`config.mk`:
```
export PLATFORM = sky130hd
export DESIGN_NAME = psum_accumulator
export DESIGN_NICKNAME = d
export VERILOG_FILES = /design/src/rtl/psum_accumulator_pkg.sv /design/src/rtl/psum_accumulator_bank.sv /design/src/rtl/psum_accumulator.sv
export SDC_FILE = /design/constraint.sdc
export NUM_CORES = 1
export LEC_CHECK = 0
export ABC_CLOCK_PERIOD_IN_PS = 14900
export CORE_UTILIZATION = 45
export CTS_BUF_LIST = sky130_fd_sc_hd__clkbuf_8
export CTS_CLUSTER_DIAMETER = 120
export DETAILED_ROUTE_END_ITERATION = 12
export PLACE_DENSITY_LB_ADDON = 0.15
export RECOVER_POWER = 100
export SLEW_MARGIN = 0
export SYNTH_ARGS = -nofsm -noshare
export SYNTH_HDL_FRONTEND = slang
export SYNTH_SLANG_ARGS = --single-unit
export TNS_END_PERCENT = 100
```
`constraint.sdc`:
```
create_clock -name clk -period 14.9 [get_ports clk]
set_input_delay 2.98 -clock clk [delete_from_list [all_inputs] [get_ports clk]]
set_output_delay 2.98 -clock clk [all_outputs]
set_load 0.05 [all_outputs]
```
`src/rtl/psum_accumulator_pkg.sv`:
```
// Shared definitions for the partial-sum accumulator.
// Holds the default data/packet/accumulator widths, the packet field
// positions and the result-packet layout for the default configuration.
package psum_accumulator_pkg;

   localparam int unsigned DWIDTH_DEF = 8;
   localparam int unsigned PWIDTH_DEF = 47;
   localparam int unsigned AWIDTH_DEF = 12;

   // Output-index field, shared by input and result packets
   localparam int unsigned IDX_MSB = 46;
   localparam int unsigned IDX_LSB = 40;
   localparam int unsigned IDX_W   = IDX_MSB - IDX_LSB + 1;

   // Result packet at default widths: {idx, reserved zeros, spike, value}
   typedef struct packed {
      logic [IDX_W-1:0]                        idx;
      logic [PWIDTH_DEF-IDX_W-AWIDTH_DEF-2:0]  rsvd;
      logic                                    spike;
      logic [AWIDTH_DEF-1:0]                   value;
   } result_pkt_t;

endpackage

```
`src/rtl/psum_accumulator_bank.sv`:
```
// psum_acc_bank: per-output-index accumulator and pass-count storage.
// One combinational-read / registered-write port sharing a single index,
// so the parent can do a read-modify-write in one cycle.
//   clk       : clock
//   clr_i     : synchronous clear of every entry
//   idx_i     : entry selected for read and write
//   rd_acc_o  : accumulator of the selected entry
//   rd_cnt_o  : pass count of the selected entry
//   we_i      : write the selected entry this edge
//   wr_acc_i  : new accumulator value
//   wr_cnt_i  : new pass count
module psum_acc_bank #(
   parameter int unsigned NUM_OUT = 25,
   parameter int unsigned AWIDTH  = 12,
   parameter int unsigned CWIDTH  = 3,
   parameter int unsigned BW      = 5
) (
   input  logic              clk,
   input  logic              clr_i,
   input  logic [BW-1:0]     idx_i,
   output logic [AWIDTH-1:0] rd_acc_o,
   output logic [CWIDTH-1:0] rd_cnt_o,
   input  logic              we_i,
   input  logic [AWIDTH-1:0] wr_acc_i,
   input  logic [CWIDTH-1:0] wr_cnt_i
);

   logic [AWIDTH-1:0] acc_q [NUM_OUT];
   logic [CWIDTH-1:0] cnt_q [NUM_OUT];
   logic              idx_ok;

   // BW bits can address more than NUM_OUT entries; unused codes read as 0
   assign idx_ok   = (32'(idx_i) < NUM_OUT);
   assign rd_acc_o = idx_ok ? acc_q[idx_i] : '0;
   assign rd_cnt_o = idx_ok ? cnt_q[idx_i] : '0;

   always_ff @(posedge clk) begin
      if (clr_i) begin
         for (int unsigned i = 0; i < NUM_OUT; i++) begin
            acc_q[i] <= '0;
            cnt_q[i] <= '0;
         end
      end else if (we_i && idx_ok) begin
         acc_q[idx_i] <= wr_acc_i;
         cnt_q[idx_i] <= wr_cnt_i;
      end
   end

endmodule

```
`src/rtl/psum_accumulator.sv`:
```
// psum_accumulator: collects PASSES partial sums per output pixel, emits
// a thresholded result packet per pixel and pulses at the end of a frame.
//   clk, rst_n : clock, synchronous active-low reset
//   in_valid   : sum packet offered upstream
//   in_ready   : packet accepted this cycle
//   in_data    : [46:40] index, [DWIDTH-1:0] partial sum
//   out_valid  : result packet valid
//   out_ready  : downstream accepts result
//   out_data   : [46:40] index, [AWIDTH] spike, [AWIDTH-1:0] value
//   frame_done : one-cycle pulse after the NUM_OUT-th accepted result
//   idx_err    : sticky, set by an out-of-range index
module psum_accumulator
   import psum_accumulator_pkg::*;
#(
   parameter int unsigned DWIDTH  = DWIDTH_DEF,
   parameter int unsigned PWIDTH  = PWIDTH_DEF,
   parameter int unsigned NUM_OUT = 25,
   parameter int unsigned PASSES  = 5,
   parameter int unsigned AWIDTH  = AWIDTH_DEF,
   parameter int unsigned THRESH  = 64
) (
   input  logic              clk,
   input  logic              rst_n,
   input  logic              in_valid,
   output logic              in_ready,
   input  logic [PWIDTH-1:0] in_data,
   output logic              out_valid,
   input  logic              out_ready,
   output logic [PWIDTH-1:0] out_data,
   output logic              frame_done,
   output logic              idx_err
);

   localparam int unsigned CWIDTH = $clog2(PASSES + 1);
   localparam int unsigned BW     = (NUM_OUT > 1) ? $clog2(NUM_OUT) : 1;

   logic [IDX_W-1:0]  idx;
   logic [DWIDTH-1:0] psum;
   logic              xfer, in_range, we, complete, spike;
   logic [AWIDTH-1:0] rd_acc, wr_acc, sum_sat;
   logic [AWIDTH:0]   sum_wide;
   logic [CWIDTH-1:0] rd_cnt, wr_cnt, cnt_inc;

   logic              out_valid_q, out_valid_d;
   logic [PWIDTH-1:0] out_data_q, out_data_d;
   logic              frame_done_q, frame_done_d;
   logic              idx_err_q, idx_err_d;
   logic [BW-1:0]     frame_q, frame_d;

   logic              unused_in_bits;
   assign unused_in_bits = ^in_data[IDX_LSB-1:DWIDTH];

   assign idx      = in_data[IDX_MSB:IDX_LSB];
   assign psum     = in_data[DWIDTH-1:0];
   assign in_ready = !out_valid_q || out_ready;
   assign xfer     = in_valid && in_ready;
   assign in_range = ({1'b0, idx} < (IDX_W + 1)'(NUM_OUT));
   assign we       = xfer && in_range;

   psum_acc_bank #(
      .NUM_OUT (NUM_OUT),
      .AWIDTH  (AWIDTH),
      .CWIDTH  (CWIDTH),
      .BW      (BW)
   ) u_bank (
      .clk      (clk),
      .clr_i    (!rst_n),
      .idx_i    (idx[BW-1:0]),
      .rd_acc_o (rd_acc),
      .rd_cnt_o (rd_cnt),
      .we_i     (we),
      .wr_acc_i (wr_acc),
      .wr_cnt_i (wr_cnt)
   );

   // Read-modify-write: the completing pass clears the entry in the same edge
   always_comb begin
      sum_wide = {1'b0, rd_acc} + (AWIDTH + 1)'(psum);
      sum_sat  = sum_wide[AWIDTH] ? '1 : sum_wide[AWIDTH-1:0];
      cnt_inc  = rd_cnt + CWIDTH'(1);
      complete = (cnt_inc == CWIDTH'(PASSES));
      spike    = (32'(sum_sat) >= THRESH);
      wr_acc   = complete ? '0 : sum_sat;
      wr_cnt   = complete ? '0 : cnt_inc;
   end

   always_comb begin
      out_valid_d  = out_valid_q;
      out_data_d   = out_data_q;
      frame_d      = frame_q;
      frame_done_d = 1'b0;
      idx_err_d    = idx_err_q;

      if (out_valid_q && out_ready) begin
         out_valid_d = 1'b0;
         if (frame_q == BW'(NUM_OUT - 1)) begin
            frame_d      = '0;
            frame_done_d = 1'b1;
         end else begin
            frame_d = frame_q + BW'(1);
         end
      end

      // A new result may be loaded on the same edge the old one is accepted
      if (we && complete) begin
         out_valid_d                    = 1'b1;
         out_data_d                     = '0;
         out_data_d[IDX_MSB:IDX_LSB]    = idx;
         out_data_d[AWIDTH]             = spike;
         out_data_d[AWIDTH-1:0]         = sum_sat;
      end

      if (xfer && !in_range) begin
         idx_err_d = 1'b1;
      end
   end

   always_ff @(posedge clk) begin
      if (!rst_n) begin
         out_valid_q  <= 1'b0;
         out_data_q   <= '0;
         frame_q      <= '0;
         frame_done_q <= 1'b0;
         idx_err_q    <= 1'b0;
      end else begin
         out_valid_q  <= out_valid_d;
         out_data_q   <= out_data_d;
         frame_q      <= frame_d;
         frame_done_q <= frame_done_d;
         idx_err_q    <= idx_err_d;
      end
   end

   assign out_valid  = out_valid_q;
   assign out_data   = out_data_q;
   assign frame_done = frame_done_q;
   assign idx_err    = idx_err_q;

endmodule

```
Yosys cells after proc, flatten, opt, wreduce, memory -nomap -nowiden
Memories as Yosys holds them, arrays and structs flattened.
Cells that the tools add are included.
{"block": "word_totals", "reg_bits": 28, "mem_bits_rw": 375, "mem_count": 2, "input_bits": 51, "elab_cells": 47}
{"block": "op_classes", "n_lt_le_gt_ge": 3, "n_eq_ne": 2, "addsub": 3, "muxes": 19, "reduce_logical": 13}
{"name": "u_bank.acc_q", "words": 25, "word_bits": 12, "read_ports": 1, "rd_ports_with_merged_regs": 0, "write_ports": 25, "line_no": "psum_accumulator_bank.sv:28", "source": "logic [AWIDTH-1:0] acc_q [NUM_OUT];"}
{"name": "u_bank.cnt_q", "words": 25, "word_bits": 3, "read_ports": 1, "rd_ports_with_merged_regs": 0, "write_ports": 25, "line_no": "psum_accumulator_bank.sv:29", "source": "logic [CWIDTH-1:0] cnt_q [NUM_OUT];"}
{"operator": "two-way mux 12 bit", "count": 4}
{"operator": "two-way mux 5 bit", "count": 3}
{"operator": "adder 12 x 8 -> 13 bit", "count": 1}
{"operator": "greater-or-equal comparator 12 x 7 -> 1 bit (second input constant)", "count": 1}
{"operator": "OR reduction 12 bit", "count": 1}
{"operator": "two-way mux 1 bit", "count": 9}
{"operator": "two-way mux 3 bit", "count": 3}
{"operator": "< comparator 7 x 5 -> 1 bit (second input constant)", "count": 1}
{"operator": "logical AND 1 bit", "count": 6}
{"operator": "adder 5 x 1 -> 5 bit (second input constant)", "count": 1}
{"operator": "== test 5 bit (second input constant)", "count": 1}
{"operator": "< comparator 5 bit (second input constant)", "count": 1}
{"operator": "adder 3 x 1 -> 3 bit (second input constant)", "count": 1}
{"operator": "== test 3 bit (second input constant)", "count": 1}
{"operator": "OR reduction 3 bit", "count": 1}
{"operator": "logical NOT 1 bit", "count": 2}
{"operator": "AND reduction 2 bit", "count": 1}
{"operator": "nonzero test 2 bit", "count": 1}
{"operator": "logical OR 1 bit", "count": 1}

Logic depth before layout (Yosys ltp)
Gate-level depths: netlist of the first run.
{"block": "depth", "depth_word": 10, "mapped_depth": 24}

Hierarchy
A second synthesis of the first run with hierarchy kept.
{"block": "hier_totals", "cells_unflattened": 1671, "area_unflattened_um2": 23059.6}
{"module": "psum_acc_bank", "n_inst": 1, "seq_area_each_um2": 14293.7, "cells_per_inst": 1446, "area_each_um2": 21222.9}
{"module": "psum_accumulator", "n_inst": 1, "seq_area_each_um2": 560.5, "cells_per_inst": 225, "area_each_um2": 1836.8}

Least setup slack after synthesis of the first run
Ideal clock, no wire load.
{"block": "synth_timing", "path_kind": "in2reg", "from": "input in_data[41]", "to": "memory u_bank.acc_q[25][7] (data pin)", "path_slack_ns": 6.942, "stages": 23, "t_arrival_ns": 7.688, "path_cell_list": "buf_6 -> buf_6 -> buf_6 -> buf_4 -> buf_2 -> buf_2 -> buf_1 -> mux4_2 -> a31oi_1 -> nor2_1 -> a221oi_1 -> nor2_1 -> ha_1 -> fa_1 -> a21o_1 -> a21oi_1 -> o21ai_0 -> o41ai_1 -> nor3_2 -> buf_6 -> o21ai_4 -> buf_2 -> inv_1"}
{"item": "from (decl)", "line_no": "psum_accumulator.sv:26", "source": "input logic [PWIDTH-1:0] in_data,"}
{"item": "to (decl)", "line_no": "psum_accumulator_bank.sv:28"}

==> results of run 1 <==
[state kept, by name, summed over array words and instances, names as in the netlist]
register      flops
u_bank.acc_q    384
u_bank.cnt_q     92
out_data         20
frame_q           5
frame_done        1
idx_err           1
out_valid         1
[Yosys cell counts (all sizes together) (2+ instances only)]
cell type and number:
a22o 5, o32ai 9, edfxtp 476, nand2 88, or4bb 2, mux2 4, nand2b 9, a31oi 6
a21oi 18, a221o 5, nand4 5, o211ai 5, o21a 3, a221oi 6, o221ai 2, clkbuf 36
dfxtp 28, a211oi 10, a22oi 14, nor3 18, nor4 3, or2 2, a311oi 2, mux4 93
buf 111, ha 12, mux2i 67, and3b 2, nor3b 3, and2 8, clkinv 2, nand3 5
nor2b 3, a41oi 2, xor2 5, inv 24, o22ai 13, nor2 433, xnor2 5, and3 4
nand4b 4, o21ai 26
[cell type report]
| cell class | instances | area, µm² | area share |
|---|---|---|---|
| Clock inverter | 60 | 303 | 0.0121 |
| Inverter | 26 | 97.6 | 0.00390 |
| Sequential cell | 504 | 14900 | 0.593 |
| Tap cell | 664 | 831 | 0.0332 |
| Clock buffer | 93 | 1280 | 0.0511 |
| Multi-Input combinational cell | 1041 | 7110 | 0.284 |
| Timing Repair Buffer | 69 | 578 | 0.0231 |
[power by group]
group / switching (µW) / internal [µW] / leakage, µW
combinational: 337 / 110 / 0.00334
sequential: 21.5 / 1660 / 0.00510
clock: 556 / 607 / 0.000923
total: 915 / 2380 / 0.00936
[final timing paths]
kind	start	endpoint
setup / recovery	in_data[41]	u_bank.acc_q[27][10]
hold / removal	idx_err	idx_err
setup reg to reg	u_bank.acc_q[0][0]	u_bank.acc_q[26][9]
hold reg to reg	idx_err	idx_err
[stage by stage]
stage          std cells  utilization
2_1_floorplan       1718            -
5_1_grt             2457        0.511
3_3_place_gp        2304        0.480
3_5_place_dp        2304        0.480
4_1_cts             2457        0.513
6_report            2457        0.511
[routing by layer]
layer  routed length (µm)  vias to the layer above  global-route usage
li1                     -                     5989                   -
met1                24000                     6852               0.316
met2                27900                      569               0.377
met3                 4710                       90              0.0454
met4                 1620                        2              0.0882
met5                   12                        -                   0
[cell usage in the layout, fill, tap and decap left out, types with 10 or more instances in the layout]
cell type,count
nor2_1,423
nor3_1,18
clkbuf_1,16
clkinv_1,17
a22oi_1,14
nand2_1,87
clkbuf_8,93
buf_4,10
mux4_2,89
inv_1,55
clkdlybuf4s50_1,13
o22ai_1,13
dlygate4sd3_1,27
edfxtp_1,476
nor2_2,10
dfxtp_1,28
conb_1,128
a21oi_1,18
mux2i_1,67
o21ai_0,16
ha_1,12
[cells by family after synthesis]
group / after synthesis / synth area share
mux: 164 / 0.126
fa+ha+maj: 13 / 0.00757
simple gates: 593 / 0.111
flops: 504 / 0.661
xor+xnor: 10 / 0.00390
other cells: 1 / 0.000167
compound gates: 133 / 0.0475
buf+inv: 173 / 0.0426
==> impl_metrics.json, run 1 <==
{
  "status": "finished, violations left",
  "cts.htree.levels": 3,
  "cp_top_family": "buffers and inverters",
  "die_area_um2": 50800,
  "drt-vias-per-instance": 5.50,
  "fin_ws_ps": 3180,
  "groute.usage.overall": 0.234,
  "grt_pass1_wl_um": 85400,
  "fmax_ghz": 0.0853,
  "ys_seq_area_frac": 0.661,
  "antenna_left": 0,
  "ctsResizeCount": 0,
  "worst-setup-path-type": "input pin to register",
  "fp-row-count": 81,
  "async_reset_ff_frac": 0,
  "first_pass_iters": 5,
  "worstPathCellList": "buf_6, clkbuf_1, clkbuf_1, mux4_2, a22oi_1, nand3_1, o21ai_0, inv_1, ha_1, nand2_1, o22ai_1, a21oi_1, o311a_1, clkbuf_1, nand2_1, inv_1",
  "cts_buffer_depth": 3,
  "critPathSlowestCell": "clkbuf_1",
  "num_antenna_cells": 0,
  "tns_ps": 0,
  "grt_max_degree": 77,
  "maxSlewViolCount": 236,
  "root_buffer": "clkbuf_8",
  "post-place-ws_ps": 5230,
  "antenna_found_initial": 1,
  "top_level_ports": 102,
  "arrival_ps": 12150,
  "netlist_instances": 1591,
  "slew_headroom": -1.05,
  "rr_worst_depth": 18,
  "cts_hold_buf": 0,
  "grt_overflow": 0,
  "synth.distinct_cells": 73,
  "holdWs_ps": 458,
  "post_cts_buffers": 0,
  "vias": 13500,
  "whs_path_depth": 1,
  "layout_min_cycle_time_ps": 11720,
  "rsz0062_at_grt": "false",
  "p_leak_uw": 0.00936,
  "io_buffers": 42,
  "area_growth_syn_to_layout_pct": 11.5,
  "crit_buf_inv": 6,
  "critical_path.startpoint_type": "input pin",
  "drt-total-wl_um": 58200,
  "r2r_setup_slack_ps": 8610,
  "power_density_nw_per_um2": 131,
  "tightest_slew_ps": 3070,
  "synth_top_area_cell": "edfxtp_1",
  "peakVddDrop_uv": 52.3,
  "ys_ff_latch": 504,
  "slowest_delay_ps": 2260,
  "nFillCells": 4308,
  "finalHoldViolCount": 0,
  "finalCritPeriodShare": 0.787,
  "synth_edf_count": 476,
  "netlist_area_um2": 22500,
  "endpoint_kind": "register",
  "place.gp.congestion": 0.841,
  "drive_above_1_share": 0.139,
  "hpwlAfterDp_um": 35600,
  "hp-class": "register to register",
  "insertion_delay_ps": 660,
  "setup_viol": 0,
  "wire_per_inst_um": 23.7,
  "die_w_um": 225,
  "placed_area_um2": 23600,
  "cts.sinks": 504,
  "ys_warn_count": 0,
  "clk_pin_slew_ps": 60,
  "nets": 1793,
  "core-area_um2": 49100,
  "violations": "max-capacitance violations, max-slew violations",
  "cts_tree": "yes",
  "cp_common_cell": "clkbuf_1",
  "cp.depth": 16,
  "die_h_um": 225,
  "power_uw": 3290,
  "grt_pass1_vias": 13200,
  "initial_core_util": 0.458,
  "max_cap_violations": 8,
  "synth.area.top_cells": "edfxtp_1, mux4_2, nor2_1",
  "drt_iter0_markers": 1319,
  "cp_max_fo": 44,
  "numCtsBuffers": 87,
  "skew_ps": 25.4,
  "ys.flop_type": "edfxtp_1",
  "postLayoutCellArea_um2": 25000,
  "required_ps": 15330,
  "syn_area_per_cell_um2": 14.1,
  "drcViolationCount": 0,
  "synth_top_area_frac": 0.636
}
Power figures use the tool's default switching activity.
==> run 2: changes to the inputs <==
ABC_CLOCK_PERIOD_IN_PS = 9450   (was 14900)
clock period = 9.45 ns   (was 14.9 ns; I/O delays follow)
==> run 2 against run 1 <==
Effect of this change:
- the flow still finishes with violations (max-capacitance violations, max-slew violations)
- via count grew 0.24%
- first-iteration DRC count shrank 5.1%
- clock power grew 54%
- register-to-register slack lost 5100 ps
- clock skew grew 8.6 ps
- sequential power grew 58%
- power grew 56%
- sequential cell count is the same
- routed wire length grew 0.81%
- cell count grew 0.37%
- critical path type unchanged
- largest power group unchanged
==> impl_metrics.json, run 2 (synthesis gave the netlist of run 1 again) <==
{
  "cts.sinks": 504,
  "cts_hold_buf": 0,
  "area_growth_syn_to_layout_pct": 11.6,
  "skew_ps": 34.0,
  "nets": 1800,
  "place.gp.congestion": 0.885,
  "tns_ps": 0,
  "antenna_found_initial": 1,
  "wire_per_inst_um": 23.8,
  "drcViolationCount": 0,
  "power_density_nw_per_um2": 205,
  "drt-total-wl_um": 58700,
  "top_level_ports": 102,
  "grt_pass1_vias": 13200,
  "dp.cells": 2314,
  "core-area_um2": 49100,
  "cts.htree.levels": 3,
  "drt-vias-per-instance": 5.49,
  "regMostFlops": "u_bank.acc_q",
  "drt_iter0_markers": 1252,
  "nFillCells": 4330,
  "die_area_um2": 50800,
  "endpoint_kind": "register",
  "vias": 13500,
  "cts_tree": "yes",
  "holdWs_ps": 460,
  "drive_above_1_share": 0.145,
  "p_leak_uw": 0.00940,
  "root_buffer": "clkbuf_8",
  "groute.usage.overall": 0.236,
  "required_ps": 9760,
  "max_cap_violations": 4,
  "status": "finished, violations left",
  "maxSlewViolCount": 115,
  "arrival_ps": 8770,
  "p_seq_frac": 0.515,
  "tightest_slew_ps": 1980,
  "placed_area_um2": 23600,
  "grt_overflow": 0,
  "postLayoutCellArea_um2": 25100,
  "instances_no_fill": 2466,
  "initial_core_util": 0.458,
  "finalCritPeriodShare": 0.895,
  "fp-row-count": 81,
  "final_cell_mix": "edfxtp_1, nor2_1, conb_1, clkbuf_8, mux4_2",
  "rsz0062_at_grt": "false",
  "hpwlAfterDp_um": 36700,
  "power_uw": 5140,
  "layout_min_cycle_time_ps": 8460,
  "first_pass_iters": 7,
  "hp-class": "register to register",
  "ctsResizeCount": 0,
  "final_common_cell": "edfxtp_1",
  "finalHoldViolCount": 0,
  "slew_headroom": -0.319,
  "p_int_uw": 3700,
  "post_cts_buffers": 0,
  "io_buffers": 42,
  "insertion_delay_ps": 670,
  "clk_pin_slew_ps": 60,
  "worst-setup-path-type": "input pin to register",
  "antenna_left": 0,
  "die_w_um": 225,
  "cp_max_fo": 26,
  "critical_path.startpoint_type": "input pin",
  "largest_reg_flops": 384,
  "grt_max_degree": 49,
  "fmax_ghz": 0.118,
  "numCtsBuffers": 84,
  "sw_frac_of_total": 0.280,
  "grt_pass1_wl_um": 85600,
  "cts_buffer_depth": 3,
  "p_clk_frac": 0.347,
  "p_sw_uw": 1440,
  "peakVddDrop_uv": 105,
  "comb_power_share": 0.137,
  "violations": "max-capacitance violations, max-slew violations",
  "die_h_um": 225,
  "setup_viol": 0
}
[run 2: final cells by class]
cell class,count,area [µm²],share of cell area
multi-input combinational,1041,7080,0.283
sequential,504,14900,0.593
tap,664,831,0.0331
antenna,1,2.50,0.0000998
clock buffer,91,1250,0.0500
clock inverter,60,278,0.0111
inverter,26,97.6,0.00389
timing repair buffer,79,663,0.0265
[run 2: metrics by stage]
stage               worst slack [ps]  utilization
CTS                             1930        0.513
detailed placement              1230        0.482
finish                           989        0.511
global route                     842        0.511
floorplan                       2580            -
global placement                1340        0.482
[run 2: final timing paths]
check,start,to,slack (ps),cells past startpoint
hold / removal,idx_err,idx_err,460,1
hold reg to reg,idx_err,idx_err,460,1
setup reg to reg,u_bank.acc_q[15][0],u_bank.acc_q[26][1],3530,15
setup / recovery,in_data[42],u_bank.acc_q[26][1],990,18
[run 2: layer usage]
metal | GRT usage | vias to the layer above | share of wire
met2 | 0.383 | 527 | 0.48
li1 | - | 6020 | -
met3 | 0.0472 | 108 | 0.074
met1 | 0.315 | 6880 | 0.42
met5 | 0 | - | 0
met4 | 0.0878 | 0 | 0.031
[run 2: worst max-delay path: stages]
cell,delay [ps]
dlygate4sd3_1,1180
clkbuf_1,810
inv_1,230
clkbuf_1,480
mux2i_1,480
o211ai_1,270
a21oi_1,200
nor2_1,70
ha_1,350
a21o_1,180
a21oi_1,210
o21ai_0,210
o41ai_1,440
buf_4,210
nor3_1,90
buf_4,290
o21ai_4,830
inv_1,290
[run 2: power by group through the flow]
| stage | registers (µW) | clock network, µW | logic, µW |
|---|---|---|---|
| final | 2650 | 1790 | 706 |
| after global routing | 2660 | 1910 | 753 |
| after CTS | 2650 | 1820 | 721 |
| after detailed placement | 2700 | 0 | 719 |
| after global placement | 2690 | 0 | 708 |
| after floorplan | 2690 | 0 | 482 |
==> run 3: changes to the inputs <==
SETUP_SLACK_MARGIN = 0.3   (was unset)
==> results of run 3 <==
Final layout, timing and power as in run 2 (identical DEF).
